[src/rtl/priority_queue_v2.sv]
// rtl/priority_queue_v2.sv - stable priority queue with age-matrix tie-breaking and lowest-free-slot allocation
module priority_queue_v2 #(
    parameter int DATA_WIDTH = 32,
    parameter int TAG_WIDTH  = 32,
    parameter int DEPTH      = 8,
    parameter int MIN_FIRST  = 1,
    localparam int SIZE_W    = $clog2(DEPTH) + 1,
    localparam int IDX_W     = $clog2(DEPTH)
) (
    input  logic                  clk_in,
    input  logic                  rst_n_in,
    input  logic                  flush_in,
    input  logic                  enq_in,
    input  logic [DATA_WIDTH-1:0] enq_data_in,
    input  logic [TAG_WIDTH-1:0]  enq_tag_in,
    output logic                  enq_ready_out,
    input  logic                  deq_in,
    output logic [DATA_WIDTH-1:0] data_out,
    output logic [TAG_WIDTH-1:0]  tag_out,
    output logic                  valid_out,
    output logic [SIZE_W-1:0]     size_out,
    output logic                  full_out,
    output logic                  empty_out,
    output logic                  overflow_out,
    output logic                  underflow_out
);

    logic [DEPTH-1:0]      valid_q, valid_d;
    logic [TAG_WIDTH-1:0]  tag_q   [DEPTH];
    logic [TAG_WIDTH-1:0]  tag_d   [DEPTH];
    logic [DATA_WIDTH-1:0] data_q  [DEPTH];
    logic [DATA_WIDTH-1:0] data_d  [DEPTH];
    logic [DEPTH-1:0]      older_q [DEPTH];
    logic [DEPTH-1:0]      older_d [DEPTH];
    logic [SIZE_W-1:0]     size_q, size_d;
    logic                  overflow_q, overflow_d;
    logic                  underflow_q, underflow_d;

    logic [IDX_W-1:0]      head_idx;
    logic                  head_found;
    logic [IDX_W-1:0]      free_idx;
    logic                  full, empty, enq_acc, deq_acc;

    function automatic logic better(input logic [TAG_WIDTH-1:0] a, input logic [TAG_WIDTH-1:0] b);
        return (MIN_FIRST != 0) ? (a < b) : (a > b);
    endfunction

    // Age matrix is a total order over valid slots, so a linear scan yields the stable winner.
    always_comb begin
        head_idx   = '0;
        head_found = 1'b0;
        for (int i = 0; i < DEPTH; i++) begin
            if (valid_q[i]) begin
                if (!head_found || better(tag_q[i], tag_q[head_idx]) ||
                    (tag_q[i] == tag_q[head_idx] && older_q[i][head_idx])) begin
                    head_idx   = IDX_W'(i);
                    head_found = 1'b1;
                end
            end
        end
    end

    always_comb begin
        free_idx = '0;
        for (int i = DEPTH - 1; i >= 0; i--) begin
            if (!valid_q[i]) free_idx = IDX_W'(i);
        end
    end

    assign full    = (size_q == SIZE_W'(DEPTH));
    assign empty   = (size_q == '0);
    assign enq_acc = enq_in && !full && !flush_in;
    assign deq_acc = deq_in && !empty && !flush_in;

    // Free slot and age updates use pre-edge valid bits, so a slot popped this cycle is not reused.
    always_comb begin
        valid_d     = valid_q;
        tag_d       = tag_q;
        data_d      = data_q;
        older_d     = older_q;
        size_d      = size_q;
        overflow_d  = enq_in && full && !flush_in;
        underflow_d = deq_in && empty && !flush_in;
        if (flush_in) begin
            valid_d = '0;
            size_d  = '0;
            for (int i = 0; i < DEPTH; i++) older_d[i] = '0;
        end else begin
            if (deq_acc) valid_d[head_idx] = 1'b0;
            if (enq_acc) begin
                valid_d[free_idx] = 1'b1;
                tag_d[free_idx]   = enq_tag_in;
                data_d[free_idx]  = enq_data_in;
                for (int j = 0; j < DEPTH; j++) begin
                    if (valid_q[j]) begin
                        older_d[j][free_idx] = 1'b1;
                        older_d[free_idx][j] = 1'b0;
                    end
                end
            end
            size_d = size_q + SIZE_W'(enq_acc) - SIZE_W'(deq_acc);
        end
    end

    always_ff @(posedge clk_in or negedge rst_n_in) begin
        if (!rst_n_in) begin
            valid_q     <= '0;
            size_q      <= '0;
            overflow_q  <= 1'b0;
            underflow_q <= 1'b0;
            for (int i = 0; i < DEPTH; i++) begin
                tag_q[i]   <= '0;
                data_q[i]  <= '0;
                older_q[i] <= '0;
            end
        end else begin
            valid_q     <= valid_d;
            tag_q       <= tag_d;
            data_q      <= data_d;
            older_q     <= older_d;
            size_q      <= size_d;
            overflow_q  <= overflow_d;
            underflow_q <= underflow_d;
        end
    end

    assign enq_ready_out = !full;
    assign valid_out     = !empty;
    assign full_out      = full;
    assign empty_out     = empty;
    assign size_out      = size_q;
    assign overflow_out  = overflow_q;
    assign underflow_out = underflow_q;
    assign tag_out       = empty ? '0 : tag_q[head_idx];
    assign data_out      = empty ? '0 : data_q[head_idx];

endmodule

[config.mk]
export PLATFORM = sky130hd
export DESIGN_NAME = priority_queue_v2
export DESIGN_NICKNAME = d
export VERILOG_FILES = /design/src/rtl/priority_queue_v2.sv
export SDC_FILE = /design/constraint.sdc
export NUM_CORES = 2
export LEC_CHECK = 0
export CORE_MARGIN = 5
export CORE_UTILIZATION = 45
export CTS_CLUSTER_DIAMETER = 100
export DETAILED_ROUTE_END_ITERATION = 12
export PLACE_DENSITY_LB_ADDON = 0.05
export RECOVER_POWER = 50
export SYNTH_ARGS = -nofsm -noshare
export SYNTH_HDL_FRONTEND = slang
export SYNTH_SLANG_ARGS = --single-unit
[constraint.sdc]
create_clock -name clk_in -period 34 [get_ports clk_in]
set_clock_uncertainty 0.2 [all_clocks]
set_input_delay 6.8 -clock clk_in [delete_from_list [all_inputs] [get_ports clk_in]]
set_output_delay 6.8 -clock clk_in [all_outputs]
set_load 0.01 [all_outputs]
Word level (Yosys, flattened, before mapping)
Cells that the tools add are included.

Flip-flop bits (word level): 590. Latch bits: 0. RAM bits: 0. Bits in read-only memories: 0. Input port bits: 69. Output and inout port bits: 74. Logic and storage cells: 271. Memories kept: 0.

Add/sub/neg operators: 2. Multipliers: 0. Div/mod/pow operators: 0. $lt $le $gt $ge: 26. Eq/ne operators: 8. Shift-type cells: 0. Mux-type cells: 126. Bitwise operators: 36. Reductions and logical operators: 45.

Operators by type and width (number): $mux W64 (24); $bmux W32 S3 (8); $mux W32 (19); $and A64 B64 Y64 (8); $bwmux W256 (2); $not A64 Y64 (8); $eq A32 B32 Y1 (7); $lt A32 B32 Y1 (7); $demux W8 S3 (8); $demux W32 S3 (1); $or A8 B8 Y8 (9); $mux W3 (21); $mux W8 (5); $ge A4 B4 Y1 const B (8); $lt A3 B4 Y1 const B (8); $not A3 Y4 (8); $mux W1 (24); $bmux W1 S3 (6); $logic_and A1 B1 Y1 (18); $logic_or A1 B1 Y1 (14); $logic_not A1 Y1 (10); $and A8 B8 Y8 (1); $mux W4 (2); $not A8 Y8 (1); 14 further kinds (16).

Depth between registers and ports, before layout
Depth after elaboration: 71. Depth in mapped cells: 116. Mapped depth without buffers: 101.

Least setup slack after synthesis
Ideal clock, no wire load.

Path kind: register to output. From: register tag_q[207] (netlist bit). To: output data_out[9]. Data arrival time: 22.110 ns. Required time: 27.000 ns. Setup slack: 4.890 ns. Cell stages (with the launch flop): 108. Path buffers: 19. Cells stage by stage: dfrtp_1 > ha_1 > nand4_1 > or4_4 > o31ai_4 > a21oi_1 > a211oi_1 > clkbuf_1 > a21oi_1 > ha_1 > nor2b_1 > o211ai_1 > a211o_1 > a31oi_1 > o22ai_1 > a21o_1 > nand2_1 > clkbuf_1 > [72 not listed] > o21a_1 > o21a_1 > o21ai_0 > nand2b_1 > a21oi_1 > nor2b_1 > o21ai_0 > nand2_1 > a21oi_1 > nor2b_1 > o21ai_0 > a22oi_1 > a21boi_1 > o21ai_2 > and3_1 > buf_2 > buf_2 > a2111oi_1.

Cells in the longest elaborated chain, start to end: 64. Elaborated cells on any way between the ends: 108. Those cells by class: order compare (7); eq/ne (7); mux (60); bitwise (7); reduce/logical (27).

Ends and longest elaborated chain: start, declared (RTL line 29) `logic [TAG_WIDTH-1:0] tag_q [DEPTH];`; start signal, assigned (RTL line 118) `tag_q <= tag_d;`; $lt A32 B32 Y1 / $eq A32 B32 Y1 (equally long branches) (RTL line 45, 55); $logic_or A1 B1 Y1 / $logic_and A1 B1 Y1 (equally long branches) (RTL line 54, 55); $logic_or A1 B1 Y1 (RTL line 54) `if (!head_found || better(tag_q[i], tag_q[head_idx]) ||`; $mux W1 (RTL line 54); $mux W1 (RTL line 53) `if (valid_q[i]) begin`; $not A3 Y4 (implied by the code) (RTL line 54, 55); $bmux W32 S3 (RTL line 54, 55); $mux W32 (implied by the code) (2 in series) (RTL line 54, 55); [46 not listed]; $logic_or A1 B1 Y1 / $logic_and A1 B1 Y1 (equally long branches) (RTL line 54, 55); $logic_or A1 B1 Y1 (RTL line 54); $mux W3 (RTL line 54); $mux W3 * (RTL line 53); $not A3 Y4 (implied by the code) * (RTL line 135) `assign data_out = empty ? '0 : data_q[head_idx];`; $bmux W32 S3 * (RTL line 135); $mux W32 (implied by the code) * (2 in series) (RTL line 135); $mux W32 * (RTL line 135); end, declared (RTL line 18) `output logic [DATA_WIDTH-1:0] data_out,`.

Every way passes the cells marked *; elsewhere a longest branch is shown, timed or not. The select of a mux whose other input is x is not followed.

Worst setup path in the final report
From: register tag_q[255] (netlist bit). To: output data_out[5].

Same word-level chain as after synthesis.

==> summary.txt <==
RUN STATUS
-------------------------------------------------------------------------------------------------
Status ............................................................................. complete, but fails checks
Failing checks ..................................................................... max-capacitance violations, max-slew violations

SYNTH
-------------------------------------------------------------------------------------------------
Synthesized instance count .........................................................        3,545
Prevailing post-synth register cell ................................................ sky130_fd_sc_hd__dfrtp_1
Number of distinct library cell variants in the gate-level netlist after synthesis .           78
Synthesized netlist net count ......................................................        3,845
Warnings from Yosys ................................................................            0
Register area share after synthesis ................................................        40.9%
Avg Synthesized Cell Area ..........................................................     9.55 um2
Top cell type's share of synthesized area ..........................................        40.9%
Post-synthesis instance area .......................................................   0.0339 mm2
Fraction of synthesis flops using an asynchronous set or reset pin .................         100%
Yosys top cell by area ............................................................. sky130_fd_sc_hd__dfrtp_1
Synthesis-stage register bit count .................................................          554
Top cells by area in the synthesized netlist ....................................... sky130_fd_sc_hd__dfrtp_1, sky130_fd_sc_hd__mux2_2, sky130_fd_sc_hd__ha_1
Number of enable-type register cells in the synthesized netlist ....................            0

FINAL LAYOUT
-------------------------------------------------------------------------------------------------
Commonest non-fill, non-tap cell in the layout ..................................... sky130_fd_sc_hd__dfrtp_1
Final core utilization .............................................................        52.7%
Cell area after layout .............................................................   0.0393 mm2
Final layout net count .............................................................        3,969
Top library cells by usage in the layout, fill and taps aside ...................... sky130_fd_sc_hd__dfrtp_1, sky130_fd_sc_hd__nand2_1, sky130_fd_sc_hd__mux2_2
Synthesis-to-layout area growth ....................................................        16.1%
Post-route insts no fill ...........................................................        4,697
Ratio of cells with drive above 1 in the final layout ..............................        18.4%

MIN PATH
-------------------------------------------------------------------------------------------------
Hold Path Origin ...................................................................  data_q[106]
Hold Crit Class ....................................................................      reg2reg

DRT
-------------------------------------------------------------------------------------------------
DR vias/cell .......................................................................         6.29
Total Wirelength ...................................................................   129,000 um
Total number of vias ...............................................................       29,537
DRC violations left ................................................................            0
First drt pass iteration count .....................................................            8
Routed wire length per instance ....................................................      27.5 um
Number of DRC violations after detailed-routing iteration 0 ........................        2,750
Antenna Violating Nets Remaining ...................................................            0

FLOORPLANNING
-------------------------------------------------------------------------------------------------
Core Rows ..........................................................................          100
DIE WIDTH ..........................................................................       284 um
I/O pin count ......................................................................          143
Floorplan core area ................................................................   0.0746 mm2
Die Span Y .........................................................................       284 um
Effective utilization at floorplan .................................................        45.4%
Area of the die ....................................................................   0.0808 mm2

GLOBAL ROUTING
-------------------------------------------------------------------------------------------------
Vias in the first global route .....................................................       29,289
First-pass GRT wire length .........................................................   192,000 um
Remaining global-route overflow ....................................................            0
GRT Total Usage ....................................................................        31.0%
Pin count of the biggest net entering global routing ...............................          188
Number of antenna violations at the first check in global routing ..................            6

SETUP PATH
-------------------------------------------------------------------------------------------------
R2r setup slk ......................................................................      9350 ps
CP required ........................................................................    27,000 ps
Critical setup path kind ...........................................................      reg2out
Worst path slowest cell ............................................................ sky130_fd_sc_hd__a21oi_1
End point of the critical path .....................................................  data_out[5]
Crit Reg-Reg Endpoint ..............................................................   valid_q[0]
CP Launch Type .....................................................................    flip-flop
Maximum fanout count along the critical path .......................................           62
Worst endpoint data arrival time ...................................................    25,730 ps
Sort of element at the end of the critical path ....................................  output port
Critical register-to-register path startpoint ......................................   tag_q[255]
Largest stage delay, worst path ....................................................       750 ps
Worst reg2reg path depth ...........................................................          102
Start point of the critical path ...................................................   tag_q[255]
Cell type with the highest occurrence count on the critical path ................... sky130_fd_sc_hd__a21oi_1

CTS
-------------------------------------------------------------------------------------------------
Latest clock arrival within the worst-skew pair ....................................       620 ps
Clock tree from TritonCTS ..........................................................        built
Number of clock buffers inserted by TritonCTS ......................................           69
Maximum clock insertion buffer count ...............................................            3
Register clock-pin slew on the reported worst setup and hold paths .................        60 ps
Clock H-tree levels ................................................................            3
Root Buffer Master ................................................................. sky130_fd_sc_hd__clkbuf_16
Number of sinks handled by clock tree synthesis ....................................          554

TIMING
-------------------------------------------------------------------------------------------------
Peak Freq ..........................................................................     30.6 MHz
Post-Route Setup TNS ...............................................................         0 ps
Final hold vios ....................................................................            0
Worst hold margin ..................................................................       275 ps
Max-slew violation count ...........................................................          665
Final min period ...................................................................    32,730 ps
Worst relative slew slack ..........................................................        -542%
Final worst slack ..................................................................      1270 ps
Unrepaired setup endpoints after global routing ....................................        false
Number of failing setup endpoints in the final timing report .......................            0
Worst Max-Slew Pin Slew ............................................................      9640 ps
Fin crit share .....................................................................        96.3%

PLACED DESIGN
-------------------------------------------------------------------------------------------------
Placed Instance Area ...............................................................   0.0369 mm2
Gpl congestion .....................................................................        0.953
Worst setup slack before clock tree synthesis ......................................      1640 ps
Count of buffers from port buffering ...............................................          142
Post-DP HPWL .......................................................................    90,500 um
Post-Place Cells ...................................................................        4,563

PWR
-------------------------------------------------------------------------------------------------
Largest voltage drop on the vdd net ................................................      55.2 uV
Pwr/cell area ......................................................................  66.4 mW/mm2
Reported leakage power .............................................................      18.9 nW
Tot Pwr ............................................................................      2.61 mW

FLOW RUN
-------------------------------------------------------------------------------------------------
Number of maximum-capacitance violations ...........................................           10

==> cell families (layout without fill, tap and decap cells) <==
| logic type | count (synthesis) | count (layout) | synth area share, % |
|---|---|---|---|
| AND/OR/NAND/NOR | 1062 | 1063 | 14.0 |
| buffers and inverters | 341 | 520 | 3.89 |
| flip-flops | 554 | 554 | 40.9 |
| multiplexers | 462 | 462 | 15.1 |
| XOR/XNOR | 2 | 2 | 0.0517 |
| other | 0 | 3 | 0 |
| adder cells (fa/ha/maj) | 231 | 231 | 8.56 |
| AO/OA/AOI/OAI | 893 | 893 | 17.5 |
==> critical path: cells and delay by family (launching register included) <==
| kind | cells | cell delay [ps] |
|---|---|---|
| buffers and inverters | 10 | 2690 |
| AND/OR/NAND/NOR | 34 | 7750 |
| adder cells (fa/ha/maj) | 7 | 2200 |
| flip-flops | 1 | 410 |
| AO/OA/AOI/OAI | 52 | 11930 |
==> synthesized netlist by cell type, types with 32 or more instances <==
cell,n
sky130_fd_sc_hd__a21o_1,79
sky130_fd_sc_hd__a21oi_1,263
sky130_fd_sc_hd__a31oi_1,35
sky130_fd_sc_hd__clkbuf_1,176
sky130_fd_sc_hd__dfrtp_1,554
sky130_fd_sc_hd__ha_1,230
sky130_fd_sc_hd__inv_1,116
sky130_fd_sc_hd__mux2_2,394
sky130_fd_sc_hd__mux2i_1,67
sky130_fd_sc_hd__nand2_1,532
sky130_fd_sc_hd__nand3_1,35
sky130_fd_sc_hd__nand4_1,51
sky130_fd_sc_hd__nor2_1,191
sky130_fd_sc_hd__nor2b_1,44
sky130_fd_sc_hd__nor3_1,79
sky130_fd_sc_hd__o211ai_1,32
sky130_fd_sc_hd__o21ai_0,181
sky130_fd_sc_hd__o22ai_1,35
sky130_fd_sc_hd__or3_1,40
==> flip-flops by register name, summed over array words and instances, names as in the netlist <==
register and flops:
overflow_out 1, older_q 28, valid_q 8, underflow_out 1
size_out 4, tag_q 256, data_q 256
==> worst min-delay path by stage <==
stage	cells past startpoint	to
CTS	2	data_q[97]
floorplan	2	data_q[102]
global placement	2	data_q[114]
global route	2	data_q[97]
finish	2	data_q[106]
detailed placement	2	data_q[97]
==> final cells by class <==
class                      instances  area (um2)
antenna                            3        7.51
sequential                       554       13900
clock inverter                    30         443
clock buffer                      97        2010
inverter                         117         439
tap                              969        1210
timing repair buffer             276        2500
multi-input combinational       2651       18800
fill                            6790       35200
==> what timing repair did <==
action,CTS,global route
setup buffers,0,3
endpoints found under the setup margin,0,64
resized for setup,0,4
hold endpoints to repair,0,0
hold buffers,0,0
==> report_power, final <==
group / internal (mW) / switching, mW
clock network: 0.479 / 0.315
registers: 0.744 / 0.0906
logic: 0.423 / 0.559
==> routing by layer <==
layer  global-route usage [%]  wire [um]  vias up
li1                         -          -    13156
met1                     44.9      58300    14845
met2                     46.9      56200     1291
met3                     5.71       9780      243
met4                     10.4       4920        2
met5                        0         11        -
Note: power is estimated with default switching activity, not from simulation.
